===== src/rtl/flash_spi_responder.sv =====
// flash_spi_responder: SPI flash target model clocked entirely from clk.
// SCK/CS/SI are synchronised and edge-detected; a byte-wide array of
// 2^MEM_AW entries is read by 4READ and programmed by 4PP.
// Optional build macro FLASH_RESP_WIP_EN: 4PP data is buffered, WIP is held
// for WIP_CYCLES after CS rises, and the buffer is committed when WIP clears.
module flash_spi_responder #(
    parameter int unsigned MEM_AW     = 8,
    parameter logic [7:0]  MFG_ID     = 8'h01,
    parameter logic [7:0]  DEV_ID     = 8'h19,
    parameter int unsigned WIP_CYCLES = 64
) (
    input  logic       clk,
    input  logic       reset,
    input  logic       flash_SCK,
    input  logic       flash_CS,
    input  logic       flash_SI,
    output logic       flash_SO,
    output logic       flash_SO_oe,
    output logic       cmd_strobe,
    output logic [7:0] last_cmd,
    output logic [7:0] sr1,
    output logic [7:0] bar
);
    localparam int unsigned DEPTH = 1 << MEM_AW;
    localparam logic [7:0] OP_WREN  = 8'h06;
    localparam logic [7:0] OP_RDSR1 = 8'h05;
    localparam logic [7:0] OP_BRRD  = 8'h16;
    localparam logic [7:0] OP_BRWR  = 8'h17;
    localparam logic [7:0] OP_REMS  = 8'h90;
    localparam logic [7:0] OP_READ4 = 8'h13;
    localparam logic [7:0] OP_PP4   = 8'h12;

    typedef enum logic [2:0] {IDLE, CMD, ADDR, DOUT, DIN, IGNORE} state_t;

    state_t            state;
    logic [2:0]        sck_s, cs_s;
    logic [1:0]        si_s;
    logic [2:0]        bit_cnt, out_cnt, addr_left;
    logic [4:0]        tot_bits;
    logic [7:0]        shift_in, op, out_shift, src_byte, new_byte, mem_wd;
    logic [23:0]       addr_sh;
    logic [MEM_AW-1:0] idx, mem_wa;
    logic              wel, wel_dec, rems_sel, load_pend, mem_we, wip, busy;
    logic              sck_rise, sck_fall, cs_rise, cs_fall, byte_done;

    // Array stored inverted so an all-zero power-up image reads as erased 0xFF.
    logic [7:0]        mem_n [DEPTH];

`ifdef FLASH_RESP_WIP_EN
    localparam int unsigned WIP_W = $clog2(WIP_CYCLES + 1);
    logic [WIP_W-1:0]  wip_cnt;
    logic [MEM_AW:0]   buf_cnt, cm_left;
    logic [MEM_AW-1:0] buf_wa, cm_rd, cm_wa, pp_start;
    logic [7:0]        buf_wd;
    logic              buf_we, commit;
    logic [7:0]        pbuf [DEPTH];
    assign busy = wip | commit;
`else
    logic unused_cfg;
    assign unused_cfg = ^WIP_CYCLES;
    assign wip  = 1'b0;
    assign busy = 1'b0;
`endif

    assign sck_rise  = ~cs_s[1] & sck_s[1] & ~sck_s[2];
    assign sck_fall  = ~cs_s[1] & ~sck_s[1] & sck_s[2];
    assign cs_fall   = ~cs_s[1] & cs_s[2];
    assign cs_rise   = cs_s[1] & ~cs_s[2];
    assign new_byte  = {shift_in[6:0], si_s[1]};
    assign byte_done = sck_rise && (bit_cnt == 3'd7);
    assign sr1       = {6'b0, wel, wip};

    // Two-flop synchronisers plus one history flop for edge detection
    always_ff @(posedge clk or negedge reset) begin
        if (!reset) begin
            sck_s <= '0;
            cs_s  <= '1;
            si_s  <= '0;
        end else begin
            sck_s <= {sck_s[1:0], flash_SCK};
            cs_s  <= {cs_s[1:0], flash_CS};
            si_s  <= {si_s[0], flash_SI};
        end
    end

    // Next byte to shift out for the current read-type command
    always_comb begin
        src_byte = ~mem_n[idx];
        case (op)
            OP_RDSR1: src_byte = sr1;
            OP_BRRD:  src_byte = bar;
            OP_REMS:  src_byte = rems_sel ? DEV_ID : MFG_ID;
            default:  ;
        endcase
    end

    // Array program port: AND of old contents with new data (OR when inverted)
    always_ff @(posedge clk) begin
        if (mem_we) mem_n[mem_wa] <= mem_n[mem_wa] | ~mem_wd;
    end

`ifdef FLASH_RESP_WIP_EN
    // Page buffer holding 4PP data until WIP clears
    always_ff @(posedge clk) begin
        if (buf_we) pbuf[buf_wa] <= buf_wd;
    end
`endif

    // Protocol FSM with registered outputs
    always_ff @(posedge clk or negedge reset) begin
        if (!reset) begin
            state       <= IDLE;
            bit_cnt     <= '0;
            tot_bits    <= '0;
            out_cnt     <= '0;
            addr_left   <= '0;
            shift_in    <= '0;
            addr_sh     <= '0;
            op          <= '0;
            out_shift   <= '0;
            last_cmd    <= '0;
            bar         <= '0;
            cmd_strobe  <= 1'b0;
            wel         <= 1'b0;
            wel_dec     <= 1'b0;
            rems_sel    <= 1'b0;
            load_pend   <= 1'b0;
            idx         <= '0;
            flash_SO    <= 1'b0;
            flash_SO_oe <= 1'b0;
            mem_we      <= 1'b0;
            mem_wa      <= '0;
            mem_wd      <= '0;
`ifdef FLASH_RESP_WIP_EN
            wip         <= 1'b0;
            wip_cnt     <= '0;
            buf_cnt     <= '0;
            cm_left     <= '0;
            buf_wa      <= '0;
            cm_rd       <= '0;
            cm_wa       <= '0;
            pp_start    <= '0;
            buf_wd      <= '0;
            buf_we      <= 1'b0;
            commit      <= 1'b0;
`endif
        end else begin
            cmd_strobe <= 1'b0;
            mem_we     <= 1'b0;
`ifdef FLASH_RESP_WIP_EN
            buf_we <= 1'b0;
            if (wip) begin
                if (wip_cnt <= WIP_W'(1)) begin
                    wip    <= 1'b0;
                    commit <= 1'b1;
                    cm_rd  <= '0;
                    cm_wa  <= pp_start;
                end else begin
                    wip_cnt <= wip_cnt - WIP_W'(1);
                end
            end
            if (commit) begin
                mem_we  <= 1'b1;
                mem_wa  <= cm_wa;
                mem_wd  <= pbuf[cm_rd];
                cm_wa   <= cm_wa + MEM_AW'(1);
                cm_rd   <= cm_rd + MEM_AW'(1);
                cm_left <= cm_left - (MEM_AW+1)'(1);
                if (cm_left == (MEM_AW+1)'(1)) commit <= 1'b0;
            end
`endif
            if (cs_rise && state != IDLE) begin
                state       <= IDLE;
                bit_cnt     <= '0;
                load_pend   <= 1'b0;
                flash_SO_oe <= 1'b0;
                if (state == IGNORE && op == OP_WREN && tot_bits == 5'd8) wel <= 1'b1;
                if (state == DIN && op == OP_BRWR && tot_bits == 5'd16) bar <= shift_in;
                if (op == OP_PP4) begin
                    wel <= 1'b0;
`ifdef FLASH_RESP_WIP_EN
                    if (wel_dec && buf_cnt != '0) begin
                        wip     <= 1'b1;
                        wip_cnt <= WIP_W'(WIP_CYCLES);
                        cm_left <= buf_cnt;
                    end
`endif
                end
            end else begin
                if (sck_rise && state != IDLE) begin
                    shift_in <= new_byte;
                    bit_cnt  <= bit_cnt + 3'd1;
                    if (tot_bits != '1) tot_bits <= tot_bits + 5'd1;
                end
                case (state)
                    IDLE: if (cs_fall) begin
                        state    <= CMD;
                        bit_cnt  <= '0;
                        tot_bits <= '0;
                        op       <= '0;
                    end
                    CMD: if (byte_done) begin
                        last_cmd   <= new_byte;
                        cmd_strobe <= 1'b1;
                        wel_dec    <= wel;
                        addr_left  <= 3'd4;
`ifdef FLASH_RESP_WIP_EN
                        buf_cnt    <= '0;
`endif
                        // While busy only RDSR1 is honoured; op is cleared so
                        // nothing downstream treats the opcode as live.
                        if (busy && new_byte != OP_RDSR1) begin
                            op    <= '0;
                            state <= IGNORE;
                        end else begin
                            op <= new_byte;
                            case (new_byte)
                                OP_RDSR1, OP_BRRD: begin
                                    state     <= DOUT;
                                    load_pend <= 1'b1;
                                end
                                OP_BRWR: state <= DIN;
                                OP_REMS: begin
                                    state     <= ADDR;
                                    addr_left <= 3'd3;
                                end
                                OP_READ4, OP_PP4: state <= ADDR;
                                default: state <= IGNORE;
                            endcase
                        end
                    end
                    ADDR: if (byte_done) begin
                        addr_sh   <= {addr_sh[15:0], new_byte};
                        addr_left <= addr_left - 3'd1;
                        if (addr_left == 3'd1) begin
                            idx      <= MEM_AW'({addr_sh, new_byte});
                            rems_sel <= new_byte[0];
`ifdef FLASH_RESP_WIP_EN
                            pp_start <= MEM_AW'({addr_sh, new_byte});
`endif
                            if (op == OP_PP4) begin
                                state <= DIN;
                            end else begin
                                state     <= DOUT;
                                load_pend <= 1'b1;
                            end
                        end
                    end
                    DOUT: if (load_pend) begin
                        out_shift   <= src_byte;
                        idx         <= idx + MEM_AW'(1);
                        rems_sel    <= ~rems_sel;
                        out_cnt     <= '0;
                        load_pend   <= 1'b0;
                        flash_SO_oe <= 1'b1;
                    end else if (sck_fall) begin
                        flash_SO <= out_shift[7];
                        out_cnt  <= out_cnt + 3'd1;
                        if (out_cnt == 3'd7) begin
                            out_shift <= src_byte;
                            idx       <= idx + MEM_AW'(1);
                            rems_sel  <= ~rems_sel;
                        end else begin
                            out_shift <= {out_shift[6:0], 1'b0};
                        end
                    end
                    DIN: if (byte_done && op == OP_PP4 && wel_dec) begin
`ifdef FLASH_RESP_WIP_EN
                        if (!buf_cnt[MEM_AW]) begin
                            buf_we  <= 1'b1;
                            buf_wa  <= buf_cnt[MEM_AW-1:0];
                            buf_wd  <= new_byte;
                            buf_cnt <= buf_cnt + (MEM_AW+1)'(1);
                        end
`else
                        mem_we <= 1'b1;
                        mem_wa <= idx;
                        mem_wd <= new_byte;
                        idx    <= idx + MEM_AW'(1);
`endif
                    end
                    default: ;
                endcase
            end
        end
    end
endmodule


===== config.mk =====
export PLATFORM = sky130hd
export DESIGN_NAME = flash_spi_responder
export DESIGN_NICKNAME = d
export VERILOG_FILES = /design/src/rtl/flash_spi_responder.sv
export SDC_FILE = /design/constraint.sdc
export NUM_CORES = 2
export LEC_CHECK = 0
export CAP_MARGIN = 15
export CORE_MARGIN = 2
export CORE_UTILIZATION = 41
export DETAILED_ROUTE_END_ITERATION = 12
export PLACE_DENSITY = 0.55
export SETUP_SLACK_MARGIN = 0.2
export SYNTH_ARGS = -nofsm -noshare
export SYNTH_HDL_FRONTEND = slang
export SYNTH_SLANG_ARGS = --single-unit

===== constraint.sdc =====
create_clock -name clk -period 28.8 [get_ports clk]
set_input_delay 2.88 -clock clk [delete_from_list [all_inputs] [get_ports clk]]
set_output_delay 2.88 -clock clk [all_outputs]
set_load 0.02 [all_outputs]

# Word level (Yosys, flattened, before mapping)
# Memory sizes are Yosys's and may differ from the RTL's.
# Index checks and enable logic that the tools add are counted.
[totals]
register_bits = 97
latch_bits = 0
ram_bits = 2048
romBits = 0
in_bits = 5
out_inout_bits = 27
n_memories = 1
[mem_list]
columns = ["name", "words", "word_bits", "read_ports", "rd_clocked_by_memory_dff", "wr", "line", "source"]
rows = [
  ["mem_n", 256, 8, 2, 0, 1, "47", "logic [7:0] mem_n [DEPTH];"],
]
[op_classes]
addsub = 5
mul = 0
div = 0
order_cmp = 0
eq_ne = 36
shift = 0
muxes = 63
bitwise = 16
reduce_logical = 37
[op_table]
columns = ["operator", "count"]
rows = [
  ["$mux W8", 11],
  ["$eq A8 B5 Y1 const B", 7],
  ["$pmux W8 S3", 2],
  ["$mux W3", 15],
  ["$mux W5", 5],
  ["$eq A8 B3 Y1 const B", 3],
  ["$mux W1", 24],
  ["$ne A3 B3 Y1 const B", 8],
  ["$pmux W3 S3", 2],
  ["$eq A8 B8 Y1 const B", 2],
  ["$not A8 Y8", 2],
  ["$pmux W8 S2", 1],
  ["$reduce_bool A2 Y1", 7],
  ["$eq A3 B3 Y1 const B", 4],
  ["$reduce_and A4 Y1", 3],
  ["$reduce_and A6 Y1", 2],
  ["$logic_and A1 B1 Y1", 9],
  ["$reduce_and A3 Y1", 3],
  ["$add A8 B1 Y8 const B", 1],
  ["$ne A2 B2 Y1 const B", 4],
  ["$or A8 B8 Y8", 1],
  ["$reduce_and A2 Y1", 4],
  ["$reduce_bool A4 Y1", 2],
  ["$not A1 Y1", 7],
  ["other kinds (19)", 28],
]

# Depth between registers and ports, before layout
[logic_depth]
word_depth = 9
ltp_mapped = 13
mapped_depth_nobuf = 9

# Least setup slack after synthesis
# OpenSTA, ideal clock, no wires.
[synth_timing]
path_type = "register to register"
from = "register mem_wa[1]"
to = "memory mem_n[0][5], data pin"
setup_time_ns = 1.533
arrival_time_ns = 8.742
required_ns = 27.267
setup_slack_ns = 18.525
path_stages_with_launch = 9
n_path_buf = 4
period_less_slack_ns = 10.275
path_cell_list = "dfrtp_1 clkbuf_1 buf_2 clkbuf_1 buf_1 mux4_2 mux4_2 a221oi_1 o211ai_1"
[synth_via]
elab_chain_len = 2
[synth_lines]
columns = ["element", "line", "source"]
rows = [
  ["start: declaration", "42", "logic [MEM_AW-1:0] idx, mem_wa;"],
  ["start signal: assignment", "277", "mem_wa <= idx;"],
  ["$mem_v2 Z256 W8", "--", ""],
  ["$or A8 B8 Y8", "99", "if (mem_we) mem_n[mem_wa] <= mem_n[mem_wa] | ~mem_wd;"],
  ["end: declaration", "47", ""],
]
# Every way passes these cells.

# Final worst setup path
[layout_timing]
from = "register mem_wa[1]"
to = "memory mem_n[69][1], data pin"
# The elaborated chain is that of the path after synthesis.

==> key figures <==
Critical path
  – Buf/Inv on CP: 4
  – WP data required: ~30 ns
  – Delay-heaviest family, CP: buffers and inverters
  – Class of the most critical setup path: flip-flop to flip-flop
  – Slowest stage cell on the critical path: dfrtp_4
  – Startpoint Class: flip-flop
  – Crit-path cells: buf_4 > buf_4 > buf_4 > mux4_2 > mux4_2 > a22oi_1 > nand3_1 > a32oi_1 > nand3_4 > buf_4
  – R2r worst-path depth: 10
  – Worst Setup End Kind: flip-flop
  – Levels on crit path: 10
  – Worst-path fanout max: 112
  – Arr. time, crit path: 7.64 ns
  – CP peak stage delay: 0.86 ns
  – Most used cell along the critical path: buf_4

CTS
  – Worst-Skew Late Latency: about 0.91 ns
  – Inserted Clock Buffers: approximately 230
  – CTS Hold Bufs: 0
  – Clock transition at path regs: roughly 0.06 ns
  – CTS H-tree depth: 4
  – Longest Clk Path Bufs: 3
  – Setup bufs post-CTS: 0
  – CTS tree: yes
  – Clock sink count: 2145
  – CTS Root Buffer Type: clkbuf_16
  – Post-CTS resize count: 0

Routing
  – DRT Pass-1 Iters: 6
  – Post-route ant nets: 0
  – Initial drt markers: 8062
  – Wire per inst: 39.2 µm
  – Drt total wl: 337000 µm
  – Vias per cell: 6.66
  – DR vias: 57300
  – Remaining DRCs: 0

Pwr
  – Total Power: 7.53 mW
  – Leak pwr: 39.3 nW
  – Max VDD drop: about 56 µV
  – Cell Pwr Density: approximately 67 nW/µm²

Yosys
  – Most frequent cell after synthesis: edfxtp_1
  – Syn_area_per_cell: 19.8 µm²
  – Synth Register Bits: about 2100
  – Largest cells by area after synthesis: edfxtp_1, mux4_2, dfrtp_1
  – Top cell type's share of synthesized area: 0.614
  – Ys async rst share: 0.0452
  – Yosys warnings: 0
  – Top cells by count, synth: edfxtp_1, mux4_2, nor2_1, clkbuf_1, nand2_1
  – Sequential area share after synthesis: 0.638
  – Primary FF master, synth: edfxtp_1
  – Cells after Synth: slightly above 5000
  – Area leader, netlist: edfxtp_1
  – EDFF count, synth: between 2000 and 2500
  – Netlist cell types: 77
  – Mapped cell area: between 100000 and 150000 µm²

Place
  – IO buf count: 24
  – Placed Area: 105000 µm²
  – Final HPWL DP: 207000 µm
  – GP Congestion: 0.871

STA
  – Crit share post-route: 0.251
  – Final Setup Violations: 0
  – Final Hold Fails: 0
  – Fmax: 138 MHz
  – Slew Limit Fails: 0
  – Clk_skew: 0.0535 ns
  – Fin crit period: ~7.2 ns
  – Worst-Margin Slew: ~1.3 ns
  – Setup TNS: 0 ns
  – RSZ-0062 raised after global routing: false
  – Hold_ws: approximately 0.35 ns
  – Slew HR: 0.134

Global route
  – Total grt overflow: 0
  – Global-route wire length before repair: 465000 µm
  – Number of global-route vias before repair: 56500
  – Initial antenna violation count: 21
  – Largest net degree at the start of global routing: 113
  – Gr usage total: 0.269

Min path
  – Hold Crit Class: flip-flop to flip-flop
  – Hold path cells: 0

Status
  – Status: finished clean

Layout
  – # fillers: 20300
  – Area Overhead vs Synth: 12.0%
  – Seq. cell area: 64000 µm²
  – Design area: 112000 µm²
  – Share of layout cells above drive strength 1: 0.350
  – # nets final: 5205
  – Util after Layout: 0.462
  – Multi-input logic area: 34400 µm²

Die
  – Core box area: 243000 µm²
  – Die X: 498 µm
  – Rows: 181
  – # IOs: 32
  – Die area: 248000 µm²
  – Initial Util: 0.412
  – Die Y: around 500 µm

Run
  – Max Cap Violations: 0
==> cells by family (layout without fill, tap and decap cells) <==
logic type	Yosys count	in the layout	synth area share
flip-flops	2145	2145	0.638
multiplexers	1337	1337	0.278
AND/OR/NAND/NOR	719	719	0.0318
buffers and inverters	433	740	0.0212
AO/OA/AOI/OAI	423	423	0.0297
adder cells (fa/ha/maj)	9	9	0.00112
other	1	17	0.0000374
XOR/XNOR	1	1	0.0000874
==> registers in the layout (all words and copies together) (netlist names), 2 cells and up <==
| signal | cells |
|---|---|
| mem_wd | 8 |
| sck_s | 3 |
| cs_s | 3 |
| mem_n | 2048 |
| out_shift | 8 |
| mem_wa | 8 |
| tot_bits | 5 |
| out_cnt | 3 |
| state | 3 |
| idx | 8 |
| si_s | 2 |
| bit_cnt | 3 |
| op | 8 |
| bar | 8 |
| shift_in | 8 |
| addr_left | 3 |
| last_cmd | 8 |
==> layer usage <==
layer | wire length (µm) | global-route usage | part of all wire
met5 | 117 | 0 | 0.00035
met3 | 31700 | 0.0560 | 0.094
met2 | 156000 | 0.411 | 0.46
met1 | 136000 | 0.383 | 0.40
met4 | 13000 | 0.100 | 0.039
==> final cells by class <==
type,instances,area share
Multi-Input combinational cell,2496,0.307
Sequential cell,2145,0.570
Clock buffer,283,0.0526
Clock inverter,134,0.0110
Antenna cell,10,0.000223
Tap cell,3202,0.0357
Inverter,14,0.000535
Timing Repair Buffer,309,0.0235
==> report_power, final <==
| group | internal, mW | switching (mW) |
|---|---|---|
| Clock | 1.60 | 1.27 |
| Combinational | 0.399 | 0.778 |
| Sequential | 3.38 | 0.0982 |
==> final timing paths <==
kind                                 from           end  slack (ns)
worst max-delay path            mem_wa[1]  mem_n[69][1]       21.56
worst min-delay path             sck_s[0]      sck_s[1]        0.35
worst max register to register  mem_wa[1]  mem_n[69][1]       21.56
worst min register to register   sck_s[0]      sck_s[1]        0.35
max in group asynchronous           reset        idx[4]       25.48
min in group asynchronous           reset    bit_cnt[2]        1.89
==> worst register-to-register path, cell delays in order, from the launching register on <==
cell and delay (ns):
dfrtp_4 0.86, buf_4 0.57, buf_4 0.61, buf_4 0.79
mux4_2 0.46, mux4_2 0.55, a22oi_1 0.48, nand3_1 0.30
a32oi_1 0.41, nand3_4 0.76, buf_4 0.70
==> layout by cell type (no fill, tap or decap), drive strengths merged, types with 60 or more instances in the layout <==
cell type	instances
mux2i	125
clkinv	96
clkbuf	284
edfxtp	2048
a21oi	84
mux4	1152
mux2	60
nor2	330
nand3	60
buf	285
nand2	173
dfrtp	94
==> through the flow <==
step	setup slack [ns]	std cells
finish	21.56	8593
global route	21.15	8584
CTS	21.38	8569
detailed placement	21.43	8152
global placement	21.51	8145
floorplan	18.52	5074
Power figures use the tool's default switching activity.
